## src/rtl/pe_route_arbiter.sv

```systemverilog
// pe_route_arbiter: round-robin merge of the west/north/south links onto one registered east link.
// Latency: a valid input seen in ARB at cycle N is granted at N+1 and appears on out_to_east at N+2.
// Backpressure: the granted input is consumed only when the east register is free (empty or east_ready).
// Ports:
//   clk, reset        - single rising-edge clock, synchronous active-high reset
//   ap_start          - enable, sampled only while idle
//   in_from_<dir>     - inbound link words {valid, last, payload}
//   ready_to_<dir>    - combinational "word consumed this cycle" strobes
//   out_to_east       - registered east link word; east_ready accepts it
//   pkt_count         - packets accepted downstream (wraps)
//   overrun           - sticky flag, set when a packet was cut at MAX_BEATS
module pe_route_arbiter #(
  parameter int WIDTH     = 130,
  parameter int MAX_BEATS = 64,
  parameter int CNT_WIDTH = 16
) (
  input  logic                 clk,
  input  logic                 reset,
  input  logic                 ap_start,
  input  logic [WIDTH-1:0]     in_from_west,
  input  logic [WIDTH-1:0]     in_from_north,
  input  logic [WIDTH-1:0]     in_from_south,
  output logic                 ready_to_west,
  output logic                 ready_to_north,
  output logic                 ready_to_south,
  output logic [WIDTH-1:0]     out_to_east,
  input  logic                 east_ready,
  output logic [CNT_WIDTH-1:0] pkt_count,
  output logic                 overrun
);

  localparam int VB = WIDTH - 1;  // valid bit
  localparam int LB = WIDTH - 2;  // last bit
  localparam logic [7:0] MAX_B = MAX_BEATS[7:0];

  typedef enum logic [1:0] {
    S_IDLE  = 2'd0,
    S_ARB   = 2'd1,
    S_BURST = 2'd2
  } state_t;

  state_t     state_q, state_d;
  logic [1:0] grant_q, grant_d;
  logic [1:0] rr_ptr_q, rr_ptr_d;
  logic [7:0] beat_cnt_q, beat_cnt_d;

  logic [2:0]       in_vld;
  logic [WIDTH-1:0] sel_word;
  logic             sel_vld;
  logic             sel_last;
  logic             out_free;
  logic             xfer;
  logic [7:0]       beat_next;
  logic             hit_max;
  logic             grant_release;
  logic             forced;

  logic             pick_found;
  logic [1:0]       pick_idx;
  logic [2:0]       rr_sum;
  logic [1:0]       rr_idx;

  assign in_vld = {in_from_south[VB], in_from_north[VB], in_from_west[VB]};

  always_comb begin
    sel_word = in_from_west;
    case (grant_q)
      2'd1:    sel_word = in_from_north;
      2'd2:    sel_word = in_from_south;
      default: sel_word = in_from_west;
    endcase
  end

  assign sel_vld  = sel_word[VB];
  assign sel_last = sel_word[LB];

  // The register can take a new word when it is empty or its word leaves this cycle.
  assign out_free = ~out_to_east[VB] | east_ready;
  assign xfer     = (state_q == S_BURST) & sel_vld & out_free;

  assign beat_next     = beat_cnt_q + 8'd1;
  assign hit_max       = (beat_next == MAX_B);
  assign grant_release = xfer & (sel_last | hit_max);
  // Cut packet: the tail re-arbitrates later as a fresh packet.
  assign forced        = xfer & ~sel_last & hit_max;

  assign ready_to_west  = xfer & (grant_q == 2'd0);
  assign ready_to_north = xfer & (grant_q == 2'd1);
  assign ready_to_south = xfer & (grant_q == 2'd2);

  // Round-robin search starting at rr_ptr; only inputs presenting valid are eligible.
  always_comb begin
    pick_found = 1'b0;
    pick_idx   = 2'd0;
    rr_sum     = 3'd0;
    rr_idx     = 2'd0;
    for (int k = 0; k < 3; k++) begin
      rr_sum = {1'b0, rr_ptr_q} + 3'(k);
      rr_idx = (rr_sum >= 3'd3) ? 2'(rr_sum - 3'd3) : rr_sum[1:0];
      if (!pick_found && in_vld[rr_idx]) begin
        pick_found = 1'b1;
        pick_idx   = rr_idx;
      end
    end
  end

  always_comb begin
    state_d    = state_q;
    grant_d    = grant_q;
    rr_ptr_d   = rr_ptr_q;
    beat_cnt_d = beat_cnt_q;
    case (state_q)
      S_IDLE: begin
        if (ap_start) state_d = S_ARB;
      end
      S_ARB: begin
        if (pick_found) begin
          grant_d    = pick_idx;
          beat_cnt_d = 8'd0;
          state_d    = S_BURST;
        end
      end
      S_BURST: begin
        if (xfer) beat_cnt_d = beat_next;
        if (grant_release) begin
          state_d  = S_ARB;
          rr_ptr_d = (grant_q == 2'd2) ? 2'd0 : grant_q + 2'd1;
        end
      end
      default: state_d = S_IDLE;
    endcase
  end

  always_ff @(posedge clk) begin
    if (reset) begin
      state_q    <= S_IDLE;
      grant_q    <= 2'd0;
      rr_ptr_q   <= 2'd0;
      beat_cnt_q <= 8'd0;
    end else begin
      state_q    <= state_d;
      grant_q    <= grant_d;
      rr_ptr_q   <= rr_ptr_d;
      beat_cnt_q <= beat_cnt_d;
    end
  end

  always_ff @(posedge clk) begin
    if (reset) begin
      out_to_east <= '0;
    end else if (xfer) begin
      out_to_east <= {1'b1, sel_last | hit_max, sel_word[WIDTH-3:0]};
    end else if (east_ready) begin
      out_to_east[VB] <= 1'b0;
    end
  end

  always_ff @(posedge clk) begin
    if (reset) begin
      pkt_count <= '0;
      overrun   <= 1'b0;
    end else begin
      if (out_to_east[VB] && out_to_east[LB] && east_ready)
        pkt_count <= pkt_count + 1'b1;
      if (forced)
        overrun <= 1'b1;
    end
  end

endmodule

```

## config.mk

```make
export PLATFORM = sky130hd
export DESIGN_NAME = pe_route_arbiter
export DESIGN_NICKNAME = d
export VERILOG_FILES = /design/src/rtl/pe_route_arbiter.sv
export SDC_FILE = /design/constraint.sdc
export NUM_CORES = 1
export LEC_CHECK = 0
export CORE_AREA = 2 2 211 213
export CTS_CLUSTER_SIZE = 24
export DETAILED_ROUTE_END_ITERATION = 12
export DIE_AREA = 0 0 213 215
export GPL_ROUTABILITY_DRIVEN = 0
export PLACE_DENSITY_LB_ADDON = 0.1
export SLEW_MARGIN = 20
export SYNTH_ARGS = -nofsm -noshare
export SYNTH_HDL_FRONTEND = slang
export SYNTH_SLANG_ARGS = --single-unit
```

## constraint.sdc

```tcl
create_clock -name clk -period 4.05 [get_ports clk]
set_input_delay 0.6075 -clock clk [delete_from_list [all_inputs] [get_ports clk]]
set_output_delay 0.6075 -clock clk [all_outputs]
set_load 0.005 [all_outputs]
```

# Word level (Yosys, flattened, before mapping)
# Index checks and enable logic that the tools add are counted.
[classes]
n_eq_ne = 9
order_cmp = 6
addsub = 8
n_bitwise = 12
n_reduce_logical = 14
n_mux = 26
[op_table]
columns = ["cell", "count"]
rows = [
  ["$pmux W130 S2", 1],
  ["$mux W2", 10],
  ["$add A16 B1 Y16 const B", 1],
  ["$mux W8", 2],
  ["$pmux W8 S2", 1],
  ["$lt A2 B3 Y1 const B", 3],
  ["$add A8 B1 Y8 const B", 1],
  ["$and A1 B1 Y1", 8],
  ["$eq A8 B7 Y1 const B", 1],
  ["$mux W1", 8],
  ["$ne A2 B2 Y1 const B", 4],
  ["$bmux W1 S2", 3],
  ["$ge A3 B2 Y1 const B", 2],
  ["$pmux W2 S3", 1],
  ["$reduce_and A3 Y1", 2],
  ["$sub A2 B2 Y2 const B", 3],
  ["$eq A2 B1 Y1 const B", 2],
  ["$eq A2 B2 Y1 const B", 2],
  ["$logic_and A1 B1 Y1", 4],
  ["$logic_not A2 Y1", 2],
  ["$reduce_and A2 Y1", 2],
  ["$reduce_bool A2 Y1", 2],
  ["$add A2 B1 Y3 const B", 1],
  ["$add A2 B2 Y3 const B", 1],
  ["5 further kinds", 8],
]
[word_totals]
in_bits = 394
reg_bits = 161

# Longest topological paths before layout
# Gate-level depths: netlist of run 1.
[logic_depth]
depth_word = 13
depth_mapped = 9
mapped_depth_nobuf = 7

# Least setup slack after synthesis of run 1
# Ideal clock, no wire load.
[synth_path]
kind = "reg-to-output"
from = "reg grant_q[0]"
to = "out ready_to_north"
arrival_time_ns = 1.870
stages_incl_launch_ff = 9
path_slack_ns = 1.572
cell_sequence = "dfxtp_1 > inv_1 > ha_1 > buf_2 > nor2_1 > a2111oi_1 > buf_2 > buf_2 > and2_1"
[synth_via]
elab_chain_cells = 5
elab_cells_between_ends = 6
[synth_lines]
columns = ["element", "line", "text"]
rows = [
  ["start, declared", "43", "logic [1:0] grant_q, grant_d;"],
  ["start signal, assigned", "142", "grant_q <= grant_d;"],
  ["$eq A2 B2 Y1 / $eq A2 B1 Y1 (equally long branches)", "67, 88", ""],
  ["$pmux W130 S2", "67", "case (grant_q)"],
  ["$and A1 B1 Y1 (2 in series)", "79", "assign xfer = (state_q == S_BURST) & sel_vld & out_free;"],
  ["$and A1 B1 Y1 (*)", "88", "assign ready_to_north = xfer & (grant_q == 2'd1);"],
  ["end, declared", "24", "output logic ready_to_north,"],
]
# Every way passes the cells marked *; elsewhere a longest branch is shown, timed or not.

# Final worst setup path of run 1
[layout_path]
from = "reg grant_q[0]"
to = "out ready_to_west"
[layout_via]
elab_chain_cells = 5
elab_cells_between_ends = 7
[layout_lines]
columns = ["element", "line", "text"]
rows = [
  ["$eq A2 B2 Y1 / $eq A2 B1 Y1 (equally long branches)", "67", ""],
  ["$pmux W130 S2", "67", ""],
  ["$and A1 B1 Y1 (2 in series)", "79", ""],
  ["$and A1 B1 Y1 (*)", "87", "assign ready_to_west = xfer & (grant_q == 2'd0);"],
  ["end, declared", "23", "output logic ready_to_west,"],
]
# Marked as above.

==> flow_summary_export.csv, run 1 <==
group,metric,value,unit
worst_setup_path,crit_chain,"inv_1 > ha_4 > nor2_1 > a2111oi_2 > buf_4 > and2_1 > clkdlybuf4s50_1",
detailed_routing,ant_nets,0,
sta,rsz0062_at_grt,"false",
global_route,gr-usage-met1,0.2003,
final_layout,areaGrowthSynthToFinish,78.57,%
sta,setup_viol,0,
global_route,gr-total-overflow,0,
detailed_routing,vias,9810,
logic_synthesis,syn_area,8353,µm²
die,start_util,0.1914,
placement,io_buffers,543,
global_route,top_usage_layer,"met2",
power,comb_power_share,0.202,
clock_tree,cts_tree,"done",
logic_synthesis,ys_types,47,
power,p_int,0.003200,W
final_layout,finalNetCount,1967,
outcome,outcome,"finished clean",
power,p_leak,4.563,nW
logic_synthesis,yosysSeqAreaShare,0.3859,
sta,finalHoldViolations,0,
logic_synthesis,ys.flop_type,"dfxtp_1",
logic_synthesis,synth.area.top_cells,"dfxtp_1, nand2_1, a22oi_1, o211ai_1, a21oi_1",
worst_setup_path,worst-path-max-fanout,19,
detailed_routing,dr.pass1.iters,4,
logic_synthesis,synth_common_cells,"nand2_1, dfxtp_1, a21oi_1",
clock_tree,post_cts_buffers,0,
sta,finalWorstSetupSlack,0.5970,ns
clock_tree,root_buffer,"clkbuf_16",
final_layout,drive_gt1_frac,0.03302,
logic_synthesis,synth-edff-count,0,
power,irDropWorstVdd,0.1642,mV
global_route,grt_util_met2,0.3046,
worst_setup_path,cp.required,3.44,ns
global_route,grt_use_met3,0.05129,
placement,dp_slack,0.7721,ns
sta,relSlewSlack,0.3221,
global_route,grt_pass1_vias,9706,
logic_synthesis,yosys_warnings,0,
clock_tree,clockBufferDepth,2,
logic_synthesis,syn_inst,1095,
final_layout,fin_util,0.3418,
sta,fmax,0.2896,GHz
global_route,grt_usage,0.1745,
clock_tree,htree_levels,4,
detailed_routing,finalWirelength,41180,µm
global_route,grt_antenna_before_repair,3,
power,power_density,286.4,nW/µm²
clock_tree,post_cts_resized,0,
die,core_region_area,43640,µm²
logic_synthesis,synth_top_cell_by_area,"dfxtp_1",
die,die_y,215,µm
flow_run,maxCapViolations,0,
clock_tree,clock-sinks,161,
die,row_count,77,
detailed_routing,first_iter_violations,630,
detailed_routing,drc_errors,0,
power,power_frac_clock,0.410,
min_path,hold_class,"reg2reg",
logic_synthesis,post-synth-top-count-cell,"nand2_1",
sta,finalCritPeriodShare,0.8526,
clock_tree,clock_latency,0.44,ns
placement,hpwl,30460,µm
sta,skew,0.007858,ns
worst_setup_path,cp_slowest_cell,"clkdlybuf4s50_1",
die,io_pins,544,
detailed_routing,via_per_inst,4.521,
logic_synthesis,synth_nets,1500,
sta,maxSlewViolCount,0,
sta,min_period,3.453,ns
power,p_sw,0.001072,W
die,die_w,213,µm
logic_synthesis,synth_seq_cells,161,
worst_setup_path,critPathLaunchType,"flip-flop",
global_route,grt_pass1_wl,60090,µm
worst_setup_path,worstSetupPathType,"reg2out",
die,die_area,45800,µm²
clock_tree,cts_hold_buf,0,
clock_tree,clkTransAtPathRegs,0.07,ns
logic_synthesis,synth_top_area_share,0.3859,
logic_synthesis,async_reset_ff_frac,0,
worst_setup_path,cp-end-kind,"output pin",
sta,tightest_slew,1.017,ns
global_route,grt_max_degree,99,
power,seqPwrFrac,0.388,
sta,setup_tns,0,ns
worst_setup_path,cp.arrival,2.85,ns
power,sw_frac_of_total,0.2510,
worst_setup_path,critical-path-max-stage-delay,0.50,ns
clock_tree,cts_buffers,17,
logic_synthesis,avgSynthCellArea,7.628,µm²
detailed_routing,wl_per_cell,18.98,µm
==> power by group through the flow <==
stage | Sequential [W] | Combinational (W) | Clock, W
floorplan | 0.00169 | 0.000276 | 0
global placement | 0.00169 | 0.000874 | 0
global route | 0.00166 | 0.000936 | 0.00188
detailed placement | 0.00169 | 0.000871 | 0
CTS | 0.00166 | 0.000876 | 0.00182
finish | 0.00166 | 0.000863 | 0.00175
==> metrics by stage <==
step / cells / total power (W) / hold slack (ns) / cell area [µm²]
global route: 2170 / 0.004481 / 0.4697 / 14920
CTS: 2167 / 0.004355 / 0.4540 / 14910
finish: 2170 / 0.004272 / 0.4514 / 14920
global placement: 2135 / 0.002565 / 0.4410 / 14290
detailed placement: 2135 / 0.002564 / 0.4457 / 14290
floorplan: 1095 / 0.001971 / 0.4527 / 8353
==> sequential cells by signal (all words and copies together), names as in the netlist <==
signal       flops
grant_q          2
state_q          2
beat_cnt_q       8
pkt_count       16
rr_ptr_q         2
overrun          1
out_to_east    130
==> layer usage <==
metal | part of all wire | vias up
met3 | 0.069 | 36
met1 | 0.41 | 4577
met4 | 0.021 | 0
met5 | 0 | -
li1 | - | 4912
met2 | 0.50 | 285
==> final timing paths <==
path	startpoint	to	slack, ns	depth (start not counted)
worst max-delay path	grant_q[0]	ready_to_west	0.60	7
worst min-delay path	out_to_east[7]	out_to_east[7]	0.45	2
worst max register to register	grant_q[0]	out_to_east[71]	1.00	7
worst min register to register	out_to_east[7]	out_to_east[7]	0.45	2
==> critical path: cells and delay by family (launching register included) <==
family | cells | cell delay, ns
AOI/OAI and AO/OA | 1 | 0.39
buffers and inverters | 3 | 0.88
adders and majority gates | 1 | 0.45
DFF | 1 | 0.43
and+or+nand+nor | 2 | 0.26
==> cell families after synthesis <==
logic type	after synthesis	synth area share
AO/OA/AOI/OAI	430	0.3451
adder cells (fa/ha/maj)	11	0.01648
buffers and inverters	116	0.05467
AND/OR/NAND/NOR	356	0.1750
XOR/XNOR	15	0.01573
multiplexers	6	0.007190
flip-flops	161	0.3859
==> layout make-up <==
class	count	area [µm²]
Antenna cell	3	7.507
Clock buffer	22	464.2
Clock inverter	10	157.7
Fill cell	4612	28730
Inverter	7	26.28
Multi-Input combinational cell	818	4717
Sequential cell	161	3223
Tap cell	592	740.7
Timing Repair Buffer	557	5579
==> layout by cell type, fill, tap and decap left out, types with 3 or more instances in the layout <==
cell | synthesis | routed
ha_4 | 0 | 3
nand3_1 | 12 | 12
diode_2 | 0 | 3
nand2_1 | 275 | 275
dfxtp_1 | 161 | 161
nor3_1 | 4 | 4
clkinvlp_4 | 0 | 3
nand2b_1 | 6 | 6
inv_1 | 7 | 7
buf_4 | 0 | 11
and2_1 | 5 | 5
clkdlybuf4s50_1 | 0 | 542
xor2_1 | 12 | 12
buf_12 | 0 | 3
and4_1 | 4 | 4
mux2i_1 | 6 | 6
bufinv_16 | 0 | 4
clkinv_2 | 0 | 3
and3_1 | 4 | 4
xnor2_1 | 3 | 3
nor2b_1 | 4 | 4
a311oi_1 | 3 | 3
nand4_1 | 5 | 5
a21oi_1 | 144 | 144
a22oi_1 | 132 | 132
o211ai_1 | 129 | 129
nor2_1 | 30 | 30
ha_1 | 11 | 8
clkbuf_1 | 85 | 3
clkbuf_16 | 0 | 17
Note: power is estimated with default switching activity, not from simulation.
==> inputs of run 2 (changes only) <==
Clock period 4.05 ns to 3.4 ns, I/O delays scaled along.
==> flow_summary_export.csv, run 2 (same netlist as run 1, synthesis figures left out) <==
group,metric,value,unit
worst_setup_path,worst-path-max-fanout,9,
min_path,hold_depth,2,
clock_tree,clock-sinks,161,
detailed_routing,first_iter_violations,613,
global_route,grt_use_met3,0.04896,
detailed_routing,ant_nets,0,
worst_setup_path,cp-end-kind,"output pin",
detailed_routing,drc_errors,0,
global_route,grt_usage,0.1739,
sta,finalHoldViolations,0,
global_route,gr-usage-met1,0.1994,
clock_tree,clkTransAtPathRegs,0.06,ns
detailed_routing,dr.pass1.iters,7,
sta,tightest_slew,0.9238,ns
detailed_routing,finalWirelength,40790,µm
die,die_w,213,µm
power,power_density,334.0,nW/µm²
die,die_area,45800,µm²
final_layout,areaGrowthSynthToFinish,78.54,%
global_route,grt_pass1_vias,9696,
final_layout,final_cell_mix,"clkdlybuf4s50_1, nand2_1, dfxtp_1, a21oi_1, a22oi_1",
final_layout,final_common_cell,"clkdlybuf4s50_1",
final_layout,max_flop_register,"out_to_east",
die,core_region_area,43640,µm²
sta,maxSlewViolCount,0,
global_route,top_usage_layer,"met2",
worst_setup_path,cp.required,2.89,ns
worst_setup_path,critPathLaunchType,"input pin",
sta,fmax,0.3156,GHz
final_layout,reg_top3,"out_to_east (130), pkt_count (16), beat_cnt_q (8)",
power,irDropWorstVdd,0.2101,mV
die,start_util,0.1914,
placement,hpwl,29750,µm
clock_tree,cts_hold_buf,0,
worst_setup_path,worstSetupPathType,"in2out",
clock_tree,clock_latency,0.44,ns
sta,rsz0062_at_grt,"false",
final_layout,largest_reg_flops,130,
detailed_routing,wl_per_cell,18.78,µm
clock_tree,clockBufferDepth,2,
min_path,hold_class,"reg2reg",
global_route,gr-total-overflow,0,
worst_setup_path,r2r_cells,7,
outcome,outcome,"finished clean",
clock_tree,cts_buffers,17,
global_route,grt_pass1_wl,59970,µm
die,io_pins,544,
power,p_leak,4.559,nW
sta,finalCritPeriodShare,0.9320,
clock_tree,root_buffer,"clkbuf_16",
global_route,grt_max_degree,198,
sta,setup_tns,0,ns
die,die_y,215,µm
final_layout,stdcell_count,2172,
placement,placedCellCount,2133,
global_route,grt_util_met2,0.3098,
clock_tree,cts_tree,"done",
placement,io_buffers,543,
global_route,grt_antenna_before_repair,4,
sta,relSlewSlack,0.3842,
detailed_routing,vias,9789,
clock_tree,htree_levels,4,
sta,skew,0.007898,ns
placement,placed_area,14300,µm²
final_layout,final_area,14910,µm²
flow_run,maxCapViolations,0,
die,row_count,77,
sta,min_period,3.169,ns
final_layout,drive_gt1_frac,0.03299,
worst_setup_path,cp.arrival,2.66,ns
detailed_routing,via_per_inst,4.507,
sta,setup_viol,0,
final_layout,finalNetCount,1968,
## run 2: cell types whose count changed in the layout (fill, tap and decap cells not counted), sizes merged
cell	before	now
buf	15	16
diode	3	4
bufinv	4	2
inv	7	8
clkinvlp	3	2
clkbuf	22	24
## run 2: power breakdown
part           switching (W)  leakage (nW)  internal (W)  total, W
clock               0.000834         0.281       0.00114   0.00198
combinational       0.000422          2.98      0.000607   0.00103
sequential         0.0000316          1.30       0.00194   0.00197
total                0.00129          4.56       0.00369   0.00498
## run 2: routing by layer
layer / wire, µm / vias to the layer above
met3: 2753 / 25
met5: 0 / -
li1: - / 4914
met2: 20840 / 284
met1: 16630 / 4566
met4: 570 / 0
## run 2: final cells by class
cell class | count | area [µm²]
multi-input combinational | 818 | 4717
tap | 592 | 740.7
antenna | 4 | 10.01
clock inverter | 8 | 102.6
clock buffer | 24 | 481.7
sequential | 161 | 3223
timing repair buffer | 558 | 5612
inverter | 7 | 26.28
fill | 4639 | 28730
## run 2: critical path: stages
cell	delay (ns)
clkdlybuf4s50_1	0.61
a22oi_1	0.18
a2111oi_2	0.47
buf_4	0.24
and2_1	0.14
clkdlybuf4s50_1	0.50
## run 2: stage by stage
step	hold slack, ns	utilization	power [W]	setup slack [ns]
6_report	0.4522	0.3417	0.004980	0.2311
5_1_grt	0.4633	0.3417	0.005222	0.08163
3_5_place_dp	0.4455	0.3276	0.003059	0.1496
3_3_place_gp	0.4412	0.3276	0.003058	0.2117
4_1_cts	0.4544	0.3410	0.005088	0.03909
2_1_floorplan	0.4527	-	0.002347	1.020
## run 2: path summary, 6_finish.rpt
path / start / to / slack (ns)
worst max-delay path: in_from_north[129] / ready_to_west / 0.23
worst min-delay path: out_to_east[32] / out_to_east[32] / 0.45
worst max register to register: grant_q[0] / out_to_east[46] / 0.53
worst min register to register: out_to_east[32] / out_to_east[32] / 0.45
## run 2: timing repair
action / 4_1_cts / 5_1_grt
setup endpoints to repair: 0 / 3
resized for setup: 0 / 0
setup buffers: 0 / 3
